--- config.mk ---
export PLATFORM = sky130hd
export DESIGN_NAME = pc_return_stack
export DESIGN_NICKNAME = d
export VERILOG_FILES = /design/src/rtl/pc_return_stack.sv
export SDC_FILE = /design/constraint.sdc
export NUM_CORES = 1
export LEC_CHECK = 0
export ABC_AREA = 1
export CAP_MARGIN = 20
export CORE_ASPECT_RATIO = 0.7
export CORE_MARGIN = 1
export CORE_UTILIZATION = 62
export DETAILED_ROUTE_END_ITERATION = 16
export PLACE_DENSITY = 0.93
export SYNTH_ARGS = -nofsm -noshare
export SYNTH_HDL_FRONTEND = slang
export SYNTH_SLANG_ARGS = --single-unit
--- constraint.sdc ---
create_clock -name clk -period 6.4 [get_ports clk]
set_input_delay 1.28 -clock clk [delete_from_list [all_inputs] [get_ports clk]]
set_output_delay 1.28 -clock clk [all_outputs]
set_load 0.05 [all_outputs]
--- src/rtl/pc_return_stack.sv ---
// pc_return_stack: PC sequencing control (load/increment/hold) with a circular return-address stack.
module pc_return_stack #(
  parameter int ADDR_W = 12,
  parameter int DEPTH  = 8,
  parameter int CNT_W  = 4
) (
  input  logic              clk,
  input  logic              rst_n,
  input  logic              run,
  input  logic              call,
  input  logic              ret,
  input  logic [ADDR_W-1:0] pc_in,
  input  logic [ADDR_W-1:0] target,
  input  logic              flag_clr,
  output logic              pc_load,
  output logic              pc_inc,
  output logic [ADDR_W-1:0] pc_d,
  output logic [CNT_W-1:0]  count,
  output logic              empty,
  output logic              full,
  output logic              overflow,
  output logic              underflow
);
  localparam int PW = (DEPTH > 1) ? $clog2(DEPTH) : 1;
  logic [ADDR_W-1:0] mem_q [DEPTH];
  logic [PW-1:0]     ptr_q, ptr_d, ptr_inc, ptr_dec, wr_idx;
  logic [CNT_W-1:0]  count_q, count_d;
  logic [ADDR_W-1:0] pc_d_q, pc_d_d, ret_addr;
  logic              pc_load_q, pc_load_d, pc_inc_q, pc_inc_d;
  logic              ovf_q, ovf_d, unf_q, unf_d;
  logic              do_push, do_tail, do_pop, do_unf;
  assign empty     = count_q == '0;
  assign full      = count_q == CNT_W'(DEPTH);
  assign count     = count_q;
  assign pc_load   = pc_load_q;
  assign pc_inc    = pc_inc_q;
  assign pc_d      = pc_d_q;
  assign overflow  = ovf_q;
  assign underflow = unf_q;
  assign ret_addr  = pc_in + 1'b1;
  // ptr_q points at the next free slot; the top entry lives at ptr_q-1.
  assign ptr_inc = (ptr_q == PW'(DEPTH - 1)) ? '0 : ptr_q + 1'b1;
  assign ptr_dec = (ptr_q == '0) ? PW'(DEPTH - 1) : ptr_q - 1'b1;
  // A tail call on an empty stack degrades to a plain push.
  assign do_push = call & (~ret | empty);
  assign do_tail = call & ret & ~empty;
  assign do_pop  = ret & ~call & ~empty;
  assign do_unf  = ret & ~call & empty;
  assign wr_idx  = do_tail ? ptr_dec : ptr_q;
  always_comb begin
    count_d   = (do_push & ~full) ? count_q + 1'b1 : do_pop ? count_q - 1'b1 : count_q;
    ptr_d     = do_push ? ptr_inc : do_pop ? ptr_dec : ptr_q;
    pc_load_d = call | do_pop;
    pc_inc_d  = run & ~pc_load_d;
    pc_d_d    = call ? target : do_pop ? mem_q[ptr_dec] : pc_d_q;
    ovf_d     = (do_push & full) | (ovf_q & ~flag_clr);
    unf_d     = do_unf | (unf_q & ~flag_clr);
  end
  always_ff @(posedge clk) begin
    if (call) mem_q[wr_idx] <= ret_addr;
  end
  always_ff @(posedge clk or negedge rst_n) begin
    if (!rst_n) begin
      ptr_q     <= '0;
      count_q   <= '0;
      pc_d_q    <= '0;
      pc_load_q <= 1'b0;
      pc_inc_q  <= 1'b0;
      ovf_q     <= 1'b0;
      unf_q     <= 1'b0;
    end else begin
      ptr_q     <= ptr_d;
      count_q   <= count_d;
      pc_d_q    <= pc_d_d;
      pc_load_q <= pc_load_d;
      pc_inc_q  <= pc_inc_d;
      ovf_q     <= ovf_d;
      unf_q     <= unf_d;
    end
  end
endmodule

==> Yosys cells after proc, flatten, opt, wreduce, memory -nomap -nowiden <==
Memory sizes are Yosys's and may differ from the RTL's.
Cells that the tools add are included.
{ "op_classes": {"n_addsub": 5, "multipliers": 0, "n_div": 0, "magnitude_cmp": 0, "n_eq_ne": 2, "shifts": 0, "n_mux": 11, "bitwise_logic": 21, "n_reduce_logical": 5} }
{ "ops": {"columns": ["op", "n"], "rows": [
  ["$mux W12", 2],
  ["$mux W3", 5],
  ["$add A12 B1 Y12 const B", 1],
  ["$and A1 B1 Y1", 11],
  ["$mux W4", 2],
  ["$not A1 Y1", 6],
  ["$reduce_bool A2 Y1", 3],
  ["$add A4 B1 Y4 const B", 1],
  ["$eq A4 B4 Y1 const B", 1],
  ["$logic_not A4 Y1", 1],
  ["$or A1 B1 Y1", 4],
  ["$sub A4 B1 Y4 const B", 1],
  ["$add A3 B1 Y3 const B", 1],
  ["$eq A3 B3 Y1 const B", 1],
  ["$logic_not A3 Y1", 1],
  ["$sub A3 B1 Y3 const B", 1],
  ["$mux W1", 2]
]} }
{ "totals": {"register_bits": 23, "latchBits": 0, "mem_bits_rw": 96, "romBits": 0, "inputBits": 30, "out_inout_bits": 22, "word_cells": 52, "mem_count": 1} }
{ "memory_table": {"columns": ["name", "words", "word_bits", "read_ports", "rd_clocked_by_memory_dff", "write_ports", "line_no", "text"], "rows": [
  ["mem_q", 8, 12, 1, 0, 1, "25", "logic [ADDR_W-1:0] mem_q [DEPTH];"]
]} }

==> Logic depth before layout (Yosys ltp) <==
{ "depth": {"ltp_word": 6, "depth_mapped": 14, "depth_no_buf": 11} }

==> Least setup slack after synthesis <==
No wires, ideal clock.
{ "synth_path": {"path_type": "input to register", "start": "in call", "end": "mem mem_q[2][0], enable pin", "setup_time_ns": 0.380, "arrival_time_ns": 2.391, "required_time_ns": 6.020, "slack_ns": 3.629, "path_stages": 6, "n_path_buf": 2, "cell_sequence": "buf_4 nand3_2 buf_6 o21ai_2 nand2_1 nor2_1"} }
{ "synth_between": {"elab_chain_len": 3, "word_cells_on_any_way": 5, "cone_classes": "3 x mux; 2 x bitwise"} }
{ "synth_rtl": {"columns": ["element", "line_no", "text"], "rows": [
  ["from (decl)", "10", "input logic call,"],
  ["$and A1 B1 Y1 (2 in series)", "46", "assign do_tail = call & ret & ~empty;"],
  ["$mux W3", "49", "assign wr_idx = do_tail ? ptr_dec : ptr_q;"],
  ["to (decl)", "25", null]
]} }
Several ways; a longest one is shown, not always the timed one.

==> Worst setup path after layout <==
{ "layout_path": {"start": "in call", "end": "mem mem_q[7][9], enable pin"} }
Same word-level chain as after synthesis.

==> flow_metrics.env <==
export IMPL_ys_seq_elements=119
export IMPL_tritoncts="built"
export IMPL_r2r_slack_ns=2.72
export IMPL_cts_hold_buf=0
export IMPL_max_freq_mhz=258
export IMPL_antenna_left=0
export IMPL_synthAdderAreaFrac=0.0195
export IMPL_finalSetupViolations=0
export IMPL_syn_cell_area_um2=5510
export IMPL_r2r_cells=10
export IMPL_io_pins=52
export IMPL_finalWirelength_mm=13.6
export IMPL_start_util=0.645
export IMPL_syn_area_per_cell_um2=10.1
export IMPL_drive_gt1_frac=0.0867
export IMPL_clkSinkCount=119
export IMPL_r2r_start="ptr_q[0]"
export IMPL_grt_pass1_vias=4010
export IMPL_cts_resized=0
export IMPL_slew_headroom=0.284
export IMPL_p_sw_frac=0.436
export IMPL_min_period_ns=3.87
export IMPL_end_kind="register"
export IMPL_first_iter_violations=550
export IMPL_cp_start_kind="primary input"
export IMPL_critical_path_class="in -> reg"
export IMPL_area_growth_pct=18.9
export IMPL_yosysSeqAreaShare=0.627
export IMPL_synth_mux_area_frac=0
export IMPL_rows=28
export IMPL_p_leak_nw=2.72
export IMPL_p_comb_frac=0.442
export IMPL_clockBufferDepth=2
export IMPL_run_status="completed"
export IMPL_port_buffers=51
export IMPL_multiInputGateArea_um2=1670
export IMPL_dieArea_um2=9280
export IMPL_fin_crit_sh=0.605
export IMPL_antenna_found_initial=0
export IMPL_track_usage=0.315
export IMPL_grt_first_pass_wirelength_mm=20.7
export IMPL_cts_root_buf="clkbuf_16"
export IMPL_cts_inserted_buffers=17
export IMPL_timing_rr_end="mem_q[7][9]"
export IMPL_slew_violations=0
export IMPL_synth_compound_area_frac=0.0406
export IMPL_remaining_drc_errors=0
export IMPL_synthSimpleGateAreaFrac=0.225
export IMPL_final_setup_tns_ns=0
export IMPL_regArea_um2=3460
export IMPL_seqPwrFrac=0.315
export IMPL_gp_congestion=0.945
export IMPL_required_ns=6.43
export IMPL_rsz0062_at_grt="false"
export IMPL_avgViaCountPerCell=5.79
export IMPL_grt_max_degree=54
export IMPL_syn_nets=586
export IMPL_p_per_area_nw_per_um2=518
export IMPL_cts_setup_buffers=0
export IMPL_tightest_slew_ns=1.07
export IMPL_dr_pass1_iters=7
export IMPL_yosys_warnings=0
export IMPL_cts_htree_levels=4
export IMPL_fin_skew_ns=0.00616
export IMPL_yosys_cell_types_count=30
export IMPL_gr_total_overflow=0
export IMPL_path_clk_slew_ns=0.05
export IMPL_core_um2=8550
export IMPL_clkLatencyLatePin_ns=0.42
export IMPL_synth_xor_area_frac=0.0175
export IMPL_die_x_um=115
export IMPL_antenna_cells=0
export IMPL_max_cap_violations=0
export IMPL_mostFrequentLayoutCells="nand2_1 (143), edfxtp_1 (96), nand3_1 (66)"
export IMPL_hp_start="pc_d[1]"
export IMPL_p_sw_mw=1.48
export IMPL_worst_ep_arrival_time_ns=3.90
export IMPL_min_path_cells=2
export IMPL_nets=636
export IMPL_layout_commonest_cell="nand2_1"
export IMPL_num_vias=4234
export IMPL_finalWorstSetupSlack_ns=2.53
export IMPL_p_clk_frac=0.243
export IMPL_synth_top_family_by_area="simple AND/OR/NAND/NOR gates"
export IMPL_dp_hpwl_mm=8.94
export IMPL_die_h_um=80.9
export IMPL_p_int_mw=1.91
export IMPL_hold_end="pc_d[1]"
export IMPL_pre_cts_slack_ns=2.15
export IMPL_peakVddDrop_v=0.000281
export IMPL_final_fill_count=553
export IMPL_postSynthCellCount=548
export IMPL_finalHoldViolCount=0
export IMPL_min_path_type="reg -> reg"
export IMPL_wl_per_cell_um=18.6
export IMPL_critPathMaxFanout=20
-- cell usage after synthesis --
library cell    n  share of area
o211ai_2        2         0.0045
buf_4           4         0.0054
or2_1           1         0.0011
nor2_2          2         0.0023
nand2_1       143          0.097
xor2_1          7          0.011
o21ai_0        23          0.021
o21ai_2         4         0.0064
clkbuf_1        1        0.00068
nand2_2         5         0.0057
nor2_1         64          0.044
buf_6           7          0.014
nand4_1         2         0.0023
nor3_1          1        0.00091
ha_1            7          0.016
a21oi_1         3         0.0027
o21ai_1         4         0.0036
nand3_2         2         0.0036
inv_2           7         0.0048
buf_2          11          0.010
dfrtp_1        23           0.10
inv_1          51          0.035
edfxtp_1       96           0.52
xnor2_1         4         0.0064
o211ai_1        1         0.0014
nand3_1        66          0.060
nand3b_1        4         0.0054
nand3_4         1         0.0032
fa_1            1         0.0036
o22ai_1         1         0.0011
-- sequential cells by signal, indices dropped and copies added, names as in the netlist --
signal and flops:
count 4, mem_q 96, overflow 1, pc_d 12, pc_inc 1, pc_load 1, ptr_q 3, underflow 1
-- routing by layer --
metal,track usage,routed length (um)
met1,0.413,5440
met2,0.481,6150
met3,0.116,1670
met4,0.131,338
met5,0,0
-- worst max-delay path, stage by stage --
cell and delay (ns):
clkdlybuf4s50_1 1.04, nand3_2 0.38, nand2_1 0.16, o211ai_2 0.15, nor2_1 0.88
-- through the flow --
stage	power (mW)	instances	util	cell area, um^2	hold WS (ns)
floorplan	2.13	548	-	5510	0.517
global placement	2.46	698	0.704	6020	0.464
detailed placement	2.52	698	0.704	6020	0.474
CTS	3.35	730	0.765	6540	0.488
global route	3.55	731	0.767	6550	0.511
finish	3.39	731	0.767	6550	0.484
-- logic make-up (layout without fill, tap and decap cells) --
kind of cell / Yosys count / in the layout
AOI/OAI and AO/OA: 38 / 38
DFF: 119 / 119
buffers and inverters: 81 / 144
and+or+nand+nor: 291 / 291
adders and majority gates: 8 / 8
xor gates and xnor gates: 11 / 11
-- layout make-up --
| cell class | count | area share |
|---|---|---|
| Tap cell | 120 | 0.0229 |
| Clock buffer | 19 | 0.0661 |
| Clock inverter | 13 | 0.0128 |
| Timing Repair Buffer | 54 | 0.0825 |
| Inverter | 58 | 0.0332 |
| Multi-Input combinational cell | 348 | 0.255 |
| Sequential cell | 119 | 0.528 |
-- power groups by stage --
| stage | sequential (mW) | combinational [mW] | clock, mW |
|---|---|---|---|
| 2_1_floorplan | 1.25 | 0.878 | 0 |
| 3_3_place_gp | 1.07 | 1.38 | 0 |
| 3_5_place_dp | 1.08 | 1.44 | 0 |
| 4_1_cts | 1.07 | 1.46 | 0.823 |
| 5_1_grt | 1.08 | 1.62 | 0.858 |
| 6_report | 1.07 | 1.50 | 0.824 |
-- worst max path at each step --
| stage | cells after the start | slack [ns] | end | startpoint |
|---|---|---|---|---|
| global placement | 5 | 2.29 | mem_q[7][5] | call |
| detailed placement | 5 | 2.15 | mem_q[7][9] | call |
| global route | 5 | 2.34 | mem_q[5][7] | call |
| CTS | 5 | 2.58 | mem_q[7][9] | call |
| finish | 5 | 2.53 | mem_q[7][9] | call |
| floorplan | 6 | 3.63 | mem_q[2][0] | call |
No activity file was read; power rests on OpenSTA's default activity.
